==> config.mk <==
export PLATFORM = sky130hd
export DESIGN_NAME = parking_occupancy
export DESIGN_NICKNAME = d
export VERILOG_FILES = /design/src/rtl/parking_pkg.sv /design/src/rtl/rise_det.sv /design/src/rtl/parking_occupancy.sv
export SDC_FILE = /design/constraint.sdc
export NUM_CORES = 1
export LEC_CHECK = 0
export ABC_AREA = 0
export CAP_MARGIN = 40
export CORE_MARGIN = 2
export CORE_UTILIZATION = 51
export CTS_BUF_LIST = sky130_fd_sc_hd__clkbuf_8
export CTS_CLUSTER_DIAMETER = 50
export DETAILED_ROUTE_END_ITERATION = 6
export PLACE_DENSITY = 0.92
export SLEW_MARGIN = 20
export SYNTH_ARGS = -nofsm -noshare
export SYNTH_HDL_FRONTEND = slang
export SYNTH_SLANG_ARGS = --single-unit
==> constraint.sdc <==
create_clock -name clk -period 1.9 [get_ports clk]
set_input_delay 0.38 -clock clk [delete_from_list [all_inputs] [get_ports clk]]
set_output_delay 0.38 -clock clk [all_outputs]
set_load 0.05 [all_outputs]
==> src/rtl/parking_pkg.sv <==
// Shared definitions for the parking occupancy block: gate state encoding,
// default sizing constants and a ceiling-log2 helper for timer sizing.
package parking_pkg;

    typedef enum logic {
        G_CLOSED = 1'b0,
        G_OPEN   = 1'b1
    } gate_state_t;

    localparam int unsigned DEF_CAPACITY     = 16;
    localparam int unsigned DEF_GATE_TIMEOUT = 1000;

    // Smallest r such that 2**r >= v (0 for v <= 1).
    function automatic int unsigned clog2(input int unsigned v);
        int unsigned r;
        longint unsigned p;
        r = 0;
        p = 1;
        while (p < longint'(v)) begin
            p = p << 1;
            r = r + 1;
        end
        return r;
    endfunction

endpackage

==> src/rtl/rise_det.sv <==
// Rising-edge detector with one previous-value register.
// Ports:
//   clk   - clock
//   reset - synchronous, active-high; the previous-value register loads the
//           live input so a level held across reset release is not an event
//   x     - sampled input
//   ev_c  - combinational one-cycle event: x high now, low last cycle
module rise_det (
    input  logic clk,
    input  logic reset,
    input  logic x,
    output logic ev_c
);

    logic x_q;

    // Previous value tracks the input in and out of reset alike.
    always_ff @(posedge clk) begin
        x_q <= x;
    end

    // No events are reported while reset is asserted.
    assign ev_c = x & ~x_q & ~reset;

endmodule

==> src/rtl/parking_occupancy.sv <==
// Parking lot occupancy tracker and entry-gate controller.
// Counts cars from the entry/exit sensor pulses, reports full/empty, keeps
// sticky overflow/underflow flags and opens the entry barrier on a ticket
// request while space is free.
// Optional feature macro: PARKING_TIMEOUT_EN compiles in a gate auto-close
// timer of GATE_TIMEOUT cycles; without it the timeout output is tied 0.
// Ports:
//   clk, reset       - clock, synchronous active-high reset
//   car_in, car_out  - sensor levels; each rising edge is one car in / out
//   req              - ticket button; each rising edge is one request
//   gate_open        - barrier open command (registered)
//   count            - current occupancy (registered)
//   full, empty      - count == CAPACITY / count == 0 (registered)
//   err_ovf, err_unf - sticky entry-while-full / exit-while-empty flags
//   timeout          - one-cycle pulse when the gate auto-closes
module parking_occupancy
    import parking_pkg::*;
#(
    parameter int unsigned CAPACITY     = DEF_CAPACITY,
    parameter int unsigned CNT_W        = 5,
    parameter int unsigned GATE_TIMEOUT = DEF_GATE_TIMEOUT
) (
    input  logic             clk,
    input  logic             reset,
    input  logic             car_in,
    input  logic             car_out,
    input  logic             req,
    output logic             gate_open,
    output logic [CNT_W-1:0] count,
    output logic             full,
    output logic             empty,
    output logic             err_ovf,
    output logic             err_unf,
    output logic             timeout
);

    localparam logic [CNT_W-1:0] CAP_V = CNT_W'(CAPACITY);

    // Illegal parameter combinations leave a visible marker in the hierarchy.
    if (((64'(1) << CNT_W) <= 64'(CAPACITY)) || (GATE_TIMEOUT == 0)) begin : g_bad_params
    end

    logic ev_in;
    logic ev_out;
    logic ev_req;

    rise_det u_det_in (
        .clk   (clk),
        .reset (reset),
        .x     (car_in),
        .ev_c  (ev_in)
    );

    rise_det u_det_out (
        .clk   (clk),
        .reset (reset),
        .x     (car_out),
        .ev_c  (ev_out)
    );

    rise_det u_det_req (
        .clk   (clk),
        .reset (reset),
        .x     (req),
        .ev_c  (ev_req)
    );

    // Occupancy next-value: simultaneous in/out cancel with no error.
    logic [CNT_W-1:0] count_nxt;
    logic             ovf_set;
    logic             unf_set;

    always_comb begin
        count_nxt = count;
        ovf_set   = 1'b0;
        unf_set   = 1'b0;
        if (ev_in && !ev_out) begin
            if (count == CAP_V) begin
                ovf_set = 1'b1;
            end else begin
                count_nxt = count + CNT_W'(1);
            end
        end else if (ev_out && !ev_in) begin
            if (count == '0) begin
                unf_set = 1'b1;
            end else begin
                count_nxt = count - CNT_W'(1);
            end
        end
    end

    // Occupancy registers; flags derive from the next count to stay aligned.
    always_ff @(posedge clk) begin
        if (reset) begin
            count   <= '0;
            full    <= 1'b0;
            empty   <= 1'b1;
            err_ovf <= 1'b0;
            err_unf <= 1'b0;
        end else begin
            count   <= count_nxt;
            full    <= (count_nxt == CAP_V);
            empty   <= (count_nxt == '0);
            err_ovf <= err_ovf | ovf_set;
            err_unf <= err_unf | unf_set;
        end
    end

    gate_state_t state;
    gate_state_t state_nxt;

`ifdef PARKING_TIMEOUT_EN
    localparam int unsigned TMR_RAW = clog2(GATE_TIMEOUT);
    localparam int unsigned TMR_W   = (TMR_RAW == 0) ? 1 : TMR_RAW;

    logic [TMR_W-1:0] timer;
    logic [TMR_W-1:0] timer_nxt;
    logic             timeout_nxt;
`endif

    // Gate state register.
    always_ff @(posedge clk) begin
        if (reset) begin
            state <= G_CLOSED;
        end else begin
            state <= state_nxt;
        end
    end

    // Gate next-state: open on a request only if the lot will not be full.
    always_comb begin
        state_nxt = state;
        case (state)
            G_CLOSED: begin
                if (ev_req && (count_nxt < CAP_V)) begin
                    state_nxt = G_OPEN;
                end
            end
            G_OPEN: begin
                if (ev_in) begin
                    state_nxt = G_CLOSED;
                end
`ifdef PARKING_TIMEOUT_EN
                else if (timer == '0) begin
                    state_nxt = G_CLOSED;
                end
`endif
            end
            default: state_nxt = G_CLOSED;
        endcase
    end

`ifdef PARKING_TIMEOUT_EN
    // Gate outputs and timer: load on opening, count down while open; a car
    // entering on the expiry cycle closes the gate without a timeout pulse.
    always_comb begin
        timer_nxt   = timer;
        timeout_nxt = 1'b0;
        if (state == G_CLOSED) begin
            if (state_nxt == G_OPEN) begin
                timer_nxt = TMR_W'(GATE_TIMEOUT - 1);
            end
        end else begin
            if (timer != '0) begin
                timer_nxt = timer - TMR_W'(1);
            end else if (!ev_in) begin
                timeout_nxt = 1'b1;
            end
        end
    end

    always_ff @(posedge clk) begin
        if (reset) begin
            gate_open <= 1'b0;
            timer     <= '0;
            timeout   <= 1'b0;
        end else begin
            gate_open <= (state_nxt == G_OPEN);
            timer     <= timer_nxt;
            timeout   <= timeout_nxt;
        end
    end
`else
    // Gate output register; no auto-close in this build.
    always_ff @(posedge clk) begin
        if (reset) begin
            gate_open <= 1'b0;
        end else begin
            gate_open <= (state_nxt == G_OPEN);
        end
    end

    assign timeout = 1'b0;
`endif

endmodule
# Yosys cells after proc, flatten, opt, wreduce, memory -nomap -nowiden
# Cells that the tools add are included.
# op_classes
n_addsub	2
order_cmp	1
n_eq_ne	2
mux	12
n_bitwise	13
n_reduce_logical	7
# op_table
cell	count
two-way mux 5 bit	4
equality test 5 bit, second input constant	2
logical NOT 5 bit	2
two-way mux 1 bit	7
bitwise AND 1 bit	6
adder 5 x 1 -> 5 bit, second input constant	1
less-than comparator 5 bit, second input constant	1
NOT 1 bit	5
subtractor 5 x 1 -> 5 bit, second input constant	1
logical AND 1 bit	3
logical NOT 1 bit	2
bitwise OR 1 bit	2
one-hot mux 1 bit (2 select lines)	1
# word_totals
ff_bits	13
in_bits	5
out_inout_bits	11
wordCells	46

# Longest topological paths before layout
# logic_depth
word_depth	11
mapped_depth	8
depth_no_buf	8

# Cells and area by module
# A second synthesis with hierarchy kept.
# unflattened
cells_unflattened	90
area_unflattened_um2	829.5
# modules_own_cells
mod	instances	cells_each	area_per_inst_um2	seq_area_each_um2
parking_occupancy	1	84	732.0	200.2
rise_det	3	2	32.5	20.0

# Worst setup path before layout
# No wires, ideal clock.
# synth_path
path_kind	flip-flop to flip-flop
from	reg count[0]
to	reg full
setup_ns	0.092
t_arrival_ns	1.955
required_time_ns	1.808
slack_ns	-0.147
stages_incl_launch_ff	8
path_buffers	0
period_less_slack_ns	2.047
cell_sequence	dfxtp_1 inv_1 ha_1 nor3b_2 a21oi_1 nor2_1 or3_1 nor4_1
# synth_between
elab_chain_cells	5
word_cells_on_any_way	9
classes_between	add/sub (2); eq/ne (2); mux (4); reduce/logical (1)
# synth_lines
element	line_no	text
start: declaration	parking_occupancy.sv:29	output logic [CNT_W-1:0] count,
start signal: assignment	parking_occupancy.sv:101	count <= count_nxt;
subtractor 5 x 1 -> 5 bit or logical NOT 5 bit (tied branches)	parking_occupancy.sv:87, parking_occupancy.sv:84	
two-way mux 5 bit	parking_occupancy.sv:84	if (count == '0) begin
two-way mux 5 bit	parking_occupancy.sv:83	end else if (ev_out && !ev_in) begin
two-way mux 5 bit *	parking_occupancy.sv:77	if (ev_in && !ev_out) begin
equality test 5 bit *	parking_occupancy.sv:102	full <= (count_nxt == CAP_V);
end signal: assignment	parking_occupancy.sv:102	
end: declaration	parking_occupancy.sv:30	output logic full,
# Every way passes the cells marked *; elsewhere a longest branch is shown, timed or not.
# A chain may end at the register's enable or synchronous reset.

# Worst setup path after layout
# layout_path
from	reg count[2]
to	reg full
# Same word-level chain as after synthesis.

==> flow_summary.ini <==
[status]
status = finished with violations
violations = setup timing

[run]
drv_cap = 0

[min_path]
hold_class = in -> reg
hold_depth = 1
whs_endpoint = u_det_out.x_q
holdCritStartpoint = car_out

[cells_and_area]
area_growth_pct = 44.1
final_core_util_pct = 81.2
fin_cells = 123
diodes = 0
layout_commonest_cell = buf_4
design_area_um2 = 1100
fin_nets = 116
drive_above_1_share_pct = 33.3
mostFrequentLayoutCells = 12 x buf_4, 11 x dfxtp_1, 8 x clkdlybuf4s50_1

[clock_network]
path_clk_slew_ns = 0.06
cts_tree = yes
htreeDepth = 1
clockBufferDepth = 2
cts_buffers = 3
cts_sinks = 13
ctsHoldBuffers = 0
worst_skew_pair.late_latency_ns = 0.24
cts_root_buffer = clkbuf_8

[timing]
final.setup.tns_ns = -0.136
relSlewSlack_pct = 63.9
slew_violations = 0
finalSetupViolCount = 2
finalHoldViolCount = 0
fin_skew_ns = 0.00618
setup_ws_ns = -0.0847
min_period_over_period_pct = 104
hold-worst-slack_ns = 0.367
worst_pin_slew_ns = 0.540
min_period_ns = 1.98
fmax_ghz = 0.504

[synth]
synth_nets = 94
ys_warn_count = 0
ys_types = 39
synth_area_um2 = 761
synthCells = 87
synth_flop_cell = dfxtp_1
async_reset_ff_share_pct = 0
ys_seq_elements = 13
synth-edff-count = 0
ys_seq_area_share_pct = 34.2
syn_avg_cell_area_um2 = 8.74

[setup_path]
timing.rr.start = count[2]
worstSetupPathType = reg -> reg
r2r_end = full
crit_fanout = 11
rrSetupSlack_ns = -0.08
cp-start-kind = register
crit_arrival_ns = 2.13
worstSetupEndpointType = register
crit_required_ns = 2.05
r2r_cells = 5

[placement]
dp.final_hpwl_um = 1430
placed_cells = 118
post_dp_cell_area_um2 = 943
gp_congestion = 0.906
pre_cts_slack_ns = -0.290
portBuffers = 14

[floorplan]
die_h_um = 42.6
boundaryPins = 16
dieArea_um2 = 1820
start_util_pct = 56.3
row_count = 13
core_area_um2 = 1350
die_w_um = 42.6

[detailed_routing]
viasPerCell = 6.51
vias = 801
wire_per_inst_um = 19.9
drc = 0
detail-route-antenna-nets = 0
drt_first_pass_iters = 4
drtIter0Drc = 30
drt-total-wl_um = 2450

[grt]
grt_pass1_wl_um = 3480
grt_pass1_vias = 713
grt_max_degree = 12
overflow = 0
grt_use_total_pct = 25.9
antenna_found_initial = 0

[power_and_ir_drop]
power_mw = 0.812
p_leak_nw = 0.454
powerDensity_nw_per_um2 = 741
ir_drop_uv = 600
cell usage after synthesis, types with 2 or more instances:
library cell | number | share of area, %
nor2_1 | 3 | 1.5
ha_1 | 2 | 3.3
a21oi_1 | 4 | 2.6
dfxtp_1 | 13 | 34
and2_1 | 2 | 1.6
nand2_1 | 4 | 2.0
buf_4 | 2 | 2.0
xnor2_1 | 3 | 3.5
o21bai_1 | 2 | 2.0
inv_1 | 5 | 2.5
nor4_1 | 4 | 3.3
nand3_1 | 3 | 2.0
o21ai_0 | 3 | 2.0
nor3_1 | 5 | 3.3
nand2b_1 | 5 | 4.1
buf_2 | 4 | 2.6
how the worst max path moves through the flow:
| stage | cells past startpoint | from | endpoint |
|---|---|---|---|
| 5_1_grt | 5 | count[2] | full |
| 3_3_place_gp | 6 | car_in | empty |
| 4_1_cts | 6 | reset | empty |
| 2_1_floorplan | 7 | count[0] | full |
| 6_report | 5 | count[2] | full |
| 3_5_place_dp | 7 | car_in | empty |
timing repair:
action                     4_1_cts  5_1_grt
gates cloned                     0        0
setup endpoints to repair        2        4
setup buffers                    0        1
gates resized for setup          7       13
pin swaps                        5        5
power by group:
| part | leakage [nW] | switching (mW) | internal (mW) |
|---|---|---|---|
| clock network | 0.0269 | 0.105 | 0.143 |
| registers | 0.108 | 0.0211 | 0.290 |
| logic | 0.320 | 0.141 | 0.112 |
| total | 0.454 | 0.267 | 0.545 |
worst max-delay path, cell delays in order, from the launching register on:
cell and delay [ns]:
dfxtp_1 0.64, nand3_1 0.27, o21ai_1 0.27, o31ai_1 0.11, or3_1 0.36, nor4_1 0.24
flip-flops by register name, summed over array words and instances, names as in the netlist:
signal,flops
gate_open,1
err_ovf,1
u_det_out.x_q,1
count,5
empty,1
err_unf,1
full,1
u_det_in.x_q,1
u_det_req.x_q,1
routing by layer:
layer	up-vias	routed length [µm]	part of all wire (%)	GRT usage (%)
met5	-	0	0	0
met4	0	135	5.5	19.4
met3	15	148	6.1	3.02
met2	48	1170	48	40.6
met1	385	993	41	32.0
li1	353	-	-	-
logic make-up (layout without fill, tap and decap cells):
family	after synthesis	after routing	synth area share (%)
AND/OR/NAND/NOR	35	35	29.1
AO/OA/AOI/OAI	21	21	21.9
flip-flops	13	13	34.2
buffers and inverters	12	33	7.57
XOR/XNOR	3	3	3.45
adder cells (fa/ha/maj)	2	2	3.29
other	1	1	0.493
area by class of cell:
cell class                 instances  area, µm²
timing repair buffer              24        215
tap                               15       18.8
sequential                        13        263
clock buffer                       3       41.3
multi-input combinational         62        536
inverter                           5       18.8
fill                              81        254
clock inverter                     1       3.75
No activity file was read; power rests on OpenSTA's default activity.
